$ cat src/rtl/scpad_tile_sequencer.sv
// scpad_tile_sequencer
//   Issue stage in front of the scratchpad swizzle/xbar path. Accepts one tile
//   request (base row, tile dims, row/col-major, tag) and emits one beat per
//   handshake carrying the per-beat swizzle inputs.
//
// Handshake rule (both interfaces): a transfer happens on a rising CLK edge
// where valid && ready are both high. A producer holds valid and its payload
// stable until the transfer. Only flush or reset can withdraw beat_valid.
//
// Ports
//   CLK, nRST          clock, async active-low reset
//   flush              synchronous abort of the in-flight tile
//   req_*              tile request (req_ready is the only combinational output)
//   beat_*             per-beat swizzle inputs, registered
//   done / done_id     one-cycle completion pulse with the tile's tag
//   err                one-cycle pulse for an accepted but illegal request
//   state_dbg          current FSM state (0 = IDLE, 1 = ISSUE)
module scpad_tile_sequencer #(
  parameter int NUM_ROWS      = 1024,
  parameter int NUM_COLS      = 32,
  parameter int ROW_IDX_WIDTH = $clog2(NUM_ROWS),
  parameter int COL_IDX_WIDTH = $clog2(NUM_COLS),
  parameter int ID_WIDTH      = 4
) (
  input  logic                     CLK,
  input  logic                     nRST,
  input  logic                     flush,
  input  logic                     req_valid,
  output logic                     req_ready,
  input  logic                     req_row_or_col,
  input  logic [ROW_IDX_WIDTH-1:0] req_spad_addr,
  input  logic [COL_IDX_WIDTH:0]   req_num_rows,
  input  logic [COL_IDX_WIDTH:0]   req_num_cols,
  input  logic [ID_WIDTH-1:0]      req_id,
  output logic                     beat_valid,
  input  logic                     beat_ready,
  output logic                     beat_row_or_col,
  output logic [ROW_IDX_WIDTH-1:0] beat_spad_addr,
  output logic [COL_IDX_WIDTH-1:0] beat_row_id,
  output logic [COL_IDX_WIDTH-1:0] beat_col_id,
  output logic [COL_IDX_WIDTH:0]   beat_num_rows,
  output logic [COL_IDX_WIDTH:0]   beat_num_cols,
  output logic                     beat_last,
  output logic [ID_WIDTH-1:0]      beat_id,
  output logic                     done,
  output logic [ID_WIDTH-1:0]      done_id,
  output logic                     err,
  output logic                     state_dbg
);

  localparam int CW = COL_IDX_WIDTH + 1;

  typedef enum logic {IDLE = 1'b0, ISSUE = 1'b1} state_t;

  state_t                   state_q, state_d;
  logic                     valid_q, valid_d;
  logic                     roc_q, roc_d;
  logic [ROW_IDX_WIDTH-1:0] addr_q, addr_d;
  logic [COL_IDX_WIDTH-1:0] row_id_q, row_id_d;
  logic [COL_IDX_WIDTH-1:0] col_id_q, col_id_d;
  logic [CW-1:0]            nrows_q, nrows_d;
  logic [CW-1:0]            ncols_q, ncols_d;
  logic                     last_q, last_d;
  logic [ID_WIDTH-1:0]      id_q, id_d;
  logic                     done_q, done_d;
  logic [ID_WIDTH-1:0]      done_id_q, done_id_d;
  logic                     err_q, err_d;

  logic                     beat_hs;
  logic                     accept;
  logic                     req_legal;
  logic [CW-1:0]            req_count;
  logic [CW-1:0]            cur_count;
  logic [COL_IDX_WIDTH-1:0] iter;
  logic [COL_IDX_WIDTH-1:0] iter_nxt;

  assign beat_hs   = valid_q && beat_ready;
  // A new tile may be taken when idle, or in the same cycle the current
  // tile's last beat leaves, which gives zero-bubble back-to-back tiles.
  assign req_ready = !flush && ((state_q == IDLE) || (beat_hs && last_q));
  assign accept    = req_valid && req_ready;

  assign req_legal = (req_num_rows != '0) && (req_num_cols != '0) &&
                     (req_num_rows <= CW'(NUM_COLS)) &&
                     (req_num_cols <= CW'(NUM_COLS));
  assign req_count = req_row_or_col ? req_num_rows : req_num_cols;

  // Only one of row_id/col_id moves for a given tile; it is the iterator.
  assign cur_count = roc_q ? nrows_q : ncols_q;
  assign iter      = roc_q ? row_id_q : col_id_q;
  assign iter_nxt  = iter + 1'b1;

  always_comb begin
    state_d   = state_q;
    valid_d   = valid_q;
    roc_d     = roc_q;
    addr_d    = addr_q;
    row_id_d  = row_id_q;
    col_id_d  = col_id_q;
    nrows_d   = nrows_q;
    ncols_d   = ncols_q;
    last_d    = last_q;
    id_d      = id_q;
    done_d    = 1'b0;
    done_id_d = done_id_q;
    err_d     = 1'b0;

    if (flush) begin
      // The tile is dropped without a completion pulse.
      state_d = IDLE;
      valid_d = 1'b0;
    end else begin
      if (beat_hs) begin
        if (last_q) begin
          valid_d   = 1'b0;
          state_d   = IDLE;
          done_d    = 1'b1;
          done_id_d = id_q;
        end else begin
          if (roc_q) row_id_d = iter_nxt;
          else       col_id_d = iter_nxt;
          last_d = ({1'b0, iter_nxt} == (cur_count - CW'(1)));
        end
      end
      // Applied after the handshake so a tile accepted on the last beat
      // overrides the return to IDLE.
      if (accept) begin
        if (req_legal) begin
          state_d  = ISSUE;
          valid_d  = 1'b1;
          roc_d    = req_row_or_col;
          addr_d   = req_spad_addr;
          row_id_d = '0;
          col_id_d = '0;
          nrows_d  = req_num_rows;
          ncols_d  = req_num_cols;
          last_d   = (req_count == CW'(1));
          id_d     = req_id;
        end else begin
          err_d = 1'b1;
        end
      end
    end
  end

  always_ff @(posedge CLK or negedge nRST) begin
    if (!nRST) begin
      state_q   <= IDLE;
      valid_q   <= 1'b0;
      roc_q     <= 1'b0;
      addr_q    <= '0;
      row_id_q  <= '0;
      col_id_q  <= '0;
      nrows_q   <= '0;
      ncols_q   <= '0;
      last_q    <= 1'b0;
      id_q      <= '0;
      done_q    <= 1'b0;
      done_id_q <= '0;
      err_q     <= 1'b0;
    end else begin
      state_q   <= state_d;
      valid_q   <= valid_d;
      roc_q     <= roc_d;
      addr_q    <= addr_d;
      row_id_q  <= row_id_d;
      col_id_q  <= col_id_d;
      nrows_q   <= nrows_d;
      ncols_q   <= ncols_d;
      last_q    <= last_d;
      id_q      <= id_d;
      done_q    <= done_d;
      done_id_q <= done_id_d;
      err_q     <= err_d;
    end
  end

  assign beat_valid      = valid_q;
  assign beat_row_or_col = roc_q;
  assign beat_spad_addr  = addr_q;
  assign beat_row_id     = row_id_q;
  assign beat_col_id     = col_id_q;
  assign beat_num_rows   = nrows_q;
  assign beat_num_cols   = ncols_q;
  assign beat_last       = last_q;
  assign beat_id         = id_q;
  assign done            = done_q;
  assign done_id         = done_id_q;
  assign err             = err_q;
  assign state_dbg       = state_q;

endmodule

$ cat config.mk
export PLATFORM = sky130hd
export DESIGN_NAME = scpad_tile_sequencer
export DESIGN_NICKNAME = d
export VERILOG_FILES = /design/src/rtl/scpad_tile_sequencer.sv
export SDC_FILE = /design/constraint.sdc
export NUM_CORES = 1
export LEC_CHECK = 0
export ABC_AREA = 1
export CAP_MARGIN = 20
export CORE_ASPECT_RATIO = 0.7
export CORE_MARGIN = 1.5
export CORE_UTILIZATION = 46
export DETAILED_ROUTE_END_ITERATION = 7
export GPL_TIMING_DRIVEN = 0
export PLACE_DENSITY = 0.82
export REMOVE_ABC_BUFFERS = 1
export SYNTH_ARGS = -nofsm -noshare
export SYNTH_HDL_FRONTEND = slang
export SYNTH_SLANG_ARGS = --single-unit
$ cat constraint.sdc
create_clock -name CLK -period 2 [get_ports CLK]
set_input_delay 0.3 -clock CLK [delete_from_list [all_inputs] [get_ports CLK]]
set_output_delay 0.3 -clock CLK [all_outputs]
set_load 0.05 [all_outputs]
# [Word level (Yosys, flattened, before mapping)]
# Index checks and enable logic that the tools add are counted.
[classes] n_lt_le_gt_ge=2 reduce_logical=13 add_sub_neg=2 mux=33 n_bitwise=2 n_eq_ne=2
[ops] operator="$mux W5" count=11
[ops] operator="$mux W1" count=20
[ops] operator="$le A6 B6 Y1 const B" count=2
[ops] operator="$mux W6" count=2
[ops] operator="$reduce_bool A6 Y1" count=2
[ops] operator="$logic_and A1 B1 Y1" count=7
[ops] operator="$eq A5 B6 Y1" count=1
[ops] operator="$eq A6 B1 Y1 const B" count=1
[ops] operator="$reduce_and A3 Y1" count=2
[ops] operator="$sub A6 B1 Y6 const B" count=1
[ops] operator="$add A5 B1 Y5 const B" count=1
[ops] operator="$not A1 Y1" count=2
[ops] operator="$logic_not A1 Y1" count=1
[ops] operator="$logic_or A1 B1 Y1" count=1
[word_totals] wordCells=67 output_inout_bits=47 reg_bits=46 input_bits=32

# [Depth between registers and ports, before layout]
[logic_depth] word_depth=7 ltp_mapped=15 depth_no_buf=15

# [Worst setup path before layout]
# Ideal clock, no wire load.
[synth_timing] path_type="flip-flop to flip-flop" start="register roc_q (netlist: beat_row_or_col)" end="register last_q (netlist: beat_last)" path_stages_with_launch=16 required_time_ns=1.923 setup_ns=0.077 n_path_buf=1 slack_ns=-0.135 period_less_slack_ns=2.135 arrival_ns=2.058 cell_sequence="dfrtp_1 -> inv_2 -> buf_4 -> nand2_2 -> nand2_2 -> ha_1 -> inv_1 -> nand2_1 -> nand2_1 -> nor2_1 -> nand3_1 -> nor2_1 -> nand3_1 -> nor2_1 -> nand2_1 -> a21oi_1"
[synth_between] elab_chain_cells=7 word_cells_on_any_way=9 cone_classes="add/sub (2); eq/ne (1); mux (6)"
[synth_lines] item="from (decl)" line="57" text="logic roc_q, roc_d;"
[synth_lines] item="from (signal assigned)" line="164" text="roc_q <= roc_d;"
[synth_lines] item="$mux W6 / $mux W5 (equally long branches)" line="89, 90"
[synth_lines] item="$sub A6 B1 Y6 / $add A5 B1 Y5 (equally long branches)" line="122, 91"
[synth_lines] item="$eq A5 B6 Y1 (*)" line="122" text="last_d = ({1'b0, iter_nxt} == (cur_count - CW'(1)));"
[synth_lines] item="$mux W1 (*)" line="114" text="if (last_q) begin"
[synth_lines] item="$mux W1 (*)" line="113" text="if (beat_hs) begin"
[synth_lines] item="$mux W1" line="128" text="if (req_legal) begin"
[synth_lines] item="$mux W1 (*)" line="127" text="if (accept) begin"
[synth_lines] item="to (signal assigned)" line="170" text="last_q <= last_d;"
[synth_lines] item="to (decl)" line="63" text="logic last_q, last_d;"
# Every way passes the cells marked *; elsewhere a longest branch is shown, timed or not.
# A chain may end at the register's enable or synchronous reset.

# [Worst setup path after layout]
# Same ends and word-level chain as after synthesis.

==> qor.txt <==
Switching Share: 46.6%
fin. max-slew vios: 0
Pwr Density: 1180 nW/um2
CP top delay family: simple AND/OR/NAND/NOR gates
sequential area share after synthesis: 47.1%
headroom to the max-slew limit: 62.1%
cell internal pwr: 2290 uW
synth unique cells: 23
Overflow after GRT: 0
post-synthesis area per instance: 7.19 um2
gr usage total: 24.8%
Startpoint Class: flip-flop
MaxCap Viol Count: 0
vias in the first global route: 2374
CP Capture Type: flip-flop
NumNets Final: 462
CTS Buffer Depth: 2
clock slew at reported path FFs: 0.09 ns
multi-input gate area in the final layout: 1190 um2
f_max: 505 MHz
peak supply drop: 0.624 mV
Seq cells post-synth: 46
status: finished, final reports clean
Hold EP: beat_spad_addr[0]
antenna cell count: 0
Layout area overhead: 48.5%
Worst-Margin Slew: 0.569 ns
FF/Latch Area: 1150 um2
clk_skew: 0.00469 ns
TritonCTS clock tree: yes
Hold Fails Final Rpt: 0
clock share of power: 16.6%
Reg2Reg Setup Slack: 0.02 ns
Switch Pwr: 2000 uW
die area: 5770 um2
Post-synth EDFFs: 0
register share of total power: 30.8%
initial core utilization: 49.5%
TritonRoute pass-1 iters: 5
first-pass GRT wire length: 11200 um
Final Cycle Share: 99.1%
CP Depth: 15
Routed Antenna Nets: 0
class of the worst hold path: reg2reg
reg2reg end: beat_last
post-synth top area share: 47.1%
chip width: 90.2 um
Max H-tree Level: 2
Core Region: 4940 um2
YS warnings: 0
clk_lat worst skew: 0.31 ns
Top FF cell, synth: dfrtp_1
unrepaired setup endpoints after global routing: yes
WS Path Type: reg2reg
P_leak: 0.00177 uW
synthesized instance count: 340
# IOs: 79
fin crit period: 1.98 ns
CTS buffer count: 5
final setup violation count: 0
Filler Cell Count: 392
site row count: 21
CP max FO: 8
critical path's slowest cell: dfrtp_4
# DRC: 0
Core Util, Final: 73.6%
drt total wl: 6870 um
via count: 2584
synth cell count leaders: nand2_1 (142), dfrtp_1 (46), inv_1 (41)
Worst EP required: 2.24 ns
global placer's final weighted congestion: 0.882
antenna violations before repair: 0
Die H: 64.0 um
largest net degree at the start of global routing: 32
DR iter-0 viols: 195
synthesized area: 2450 um2
Via density: 5.19
Worst Path Arrival: 2.23 ns
reg2reg path depth: 15
IO Port Bufs: 78
cell chain of the critical path: inv_8, nand2_4, nand2_4, inv_4, ha_4, inv_2, nand2_1, nand2_1, nor2_1, nand3_1, nor2_1, nand3_1, nor2_1, nand2_1, a21oi_2
ys async rst share: 100%
hold path startpoint: beat_spad_addr[0]
CTS sink cnt: 46
Yosys top cell by area: dfrtp_1
largest cells by area after synthesis: dfrtp_1 (47%), nand2_1 (22%), inv_1 (6.3%), o21ai_0 (5.7%), nand3_1 (3.9%)
Setup TNS: 0 ns
Comb pwr share: 52.6%
WHS Path Cells: 2
share of post-route cells with drive strength above 1: 11.2%
WP buf/inv: 3
hpwl dp: 4650 um
count leader, synth: nand2_1
R2R Path Start: beat_row_or_col
Root Driver: clkbuf_8
DR WL/cell: 13.8 um
Largest stage delay, worst path: 0.57 ns
==> worst register-to-register path: stages, from the launching register on <==
cell and delay, ns:
dfrtp_4 0.57, inv_8 0.11, nand2_4 0.05, nand2_4 0.08
inv_4 0.04, ha_4 0.26, inv_2 0.03, nand2_1 0.04
nand2_1 0.06, nor2_1 0.10, nand3_1 0.08, nor2_1 0.09
nand3_1 0.07, nor2_1 0.10, nand2_1 0.09, a21oi_2 0.14
==> sequential cells by signal, indices dropped and copies added (netlist names) <==
name	flops
beat_col_id	5
done_id	4
beat_num_rows	6
beat_num_cols	6
beat_row_id	5
beat_last	1
state_dbg	1
done	1
beat_row_or_col	1
beat_id	4
beat_valid	1
err	1
beat_spad_addr	10
==> metal layers <==
| layer | GRT usage [%] | vias up | share of wire, % |
|---|---|---|---|
| met5 | 0 | - | 0 |
| met1 | 33.6 | 1204 | 46 |
| met4 | 9.13 | 0 | 1.8 |
| met2 | 38.7 | 121 | 44 |
| li1 | - | 1243 | - |
| met3 | 6.19 | 16 | 8.2 |
==> logic make-up after synthesis <==
kind of cell	share of synthesized area (%)
AO/OA/AOI/OAI	9.97
XOR/XNOR	0.716
adder cells (fa/ha/maj)	1.02
buffers and inverters	9.46
flip-flops	47.1
AND/OR/NAND/NOR	31.8
==> cells in the final DEF (no fill, tap or decap), types with 2 or more instances in the layout <==
| cell type | count |
|---|---|
| nor3_1 | 2 |
| nor2_1 | 10 |
| ha_4 | 2 |
| nand2_1 | 139 |
| nand2_4 | 3 |
| nor3_4 | 2 |
| inv_4 | 2 |
| o22ai_1 | 5 |
| inv_1 | 38 |
| clkdlybuf4s50_1 | 75 |
| dfrtp_1 | 45 |
| o21ai_0 | 28 |
| nand4_1 | 4 |
| a21oi_1 | 4 |
| buf_4 | 10 |
| nand3_1 | 19 |
| nand2_2 | 7 |
| o21ai_1 | 7 |
| clkbuf_8 | 5 |
| nand3_4 | 2 |
==> area by class of cell <==
cell class,count,share of cell area (%)
sequential,46,31.8
clock buffer,6,2.00
clock inverter,2,1.03
inverter,43,5.13
multi-input combinational,241,32.8
tap,69,2.38
timing repair buffer,91,24.9
==> through the flow <==
step                std cells  worst slack [ns]  hold slack [ns]  cell area, um2  power [uW]
floorplan                 329            -0.413          0.00441            2380        2690
global placement          476            -0.960            0.461            3240        3340
detailed placement        477            -0.973            0.330            3270        3390
CTS                       493            0.0156            0.489            3490        4180
global route              498            -0.134            0.514            3630        4530
finish                    498            0.0179            0.491            3630        4290
==> repair_timing <==
action	4_1_cts	5_1_grt
endpoints found under the setup margin	41	34
setup buffers	6	5
gates resized for setup	16	22
hold buffers	1	0
cloned	1	0
hold endpoints to repair	22	0
pin swaps	1	13
==> power by group through the flow <==
stage / logic, uW / clock network (uW) / registers (uW)
2_1_floorplan: 627 / 0 / 2060
3_3_place_gp: 2010 / 0 / 1330
3_5_place_dp: 2060 / 0 / 1340
4_1_cts: 2150 / 712 / 1310
5_1_grt: 2430 / 749 / 1350
6_report: 2260 / 710 / 1320
==> worst max-delay path by stage <==
stage                          from          endpoint
finish              beat_row_or_col         beat_last
global placement    req_num_rows[1]  beat_num_cols[1]
CTS                 beat_row_or_col         beat_last
floorplan           beat_row_or_col         beat_last
global route        beat_row_or_col         beat_last
detailed placement  req_num_rows[1]  beat_num_cols[0]
Note: power is estimated with default switching activity, not from simulation.
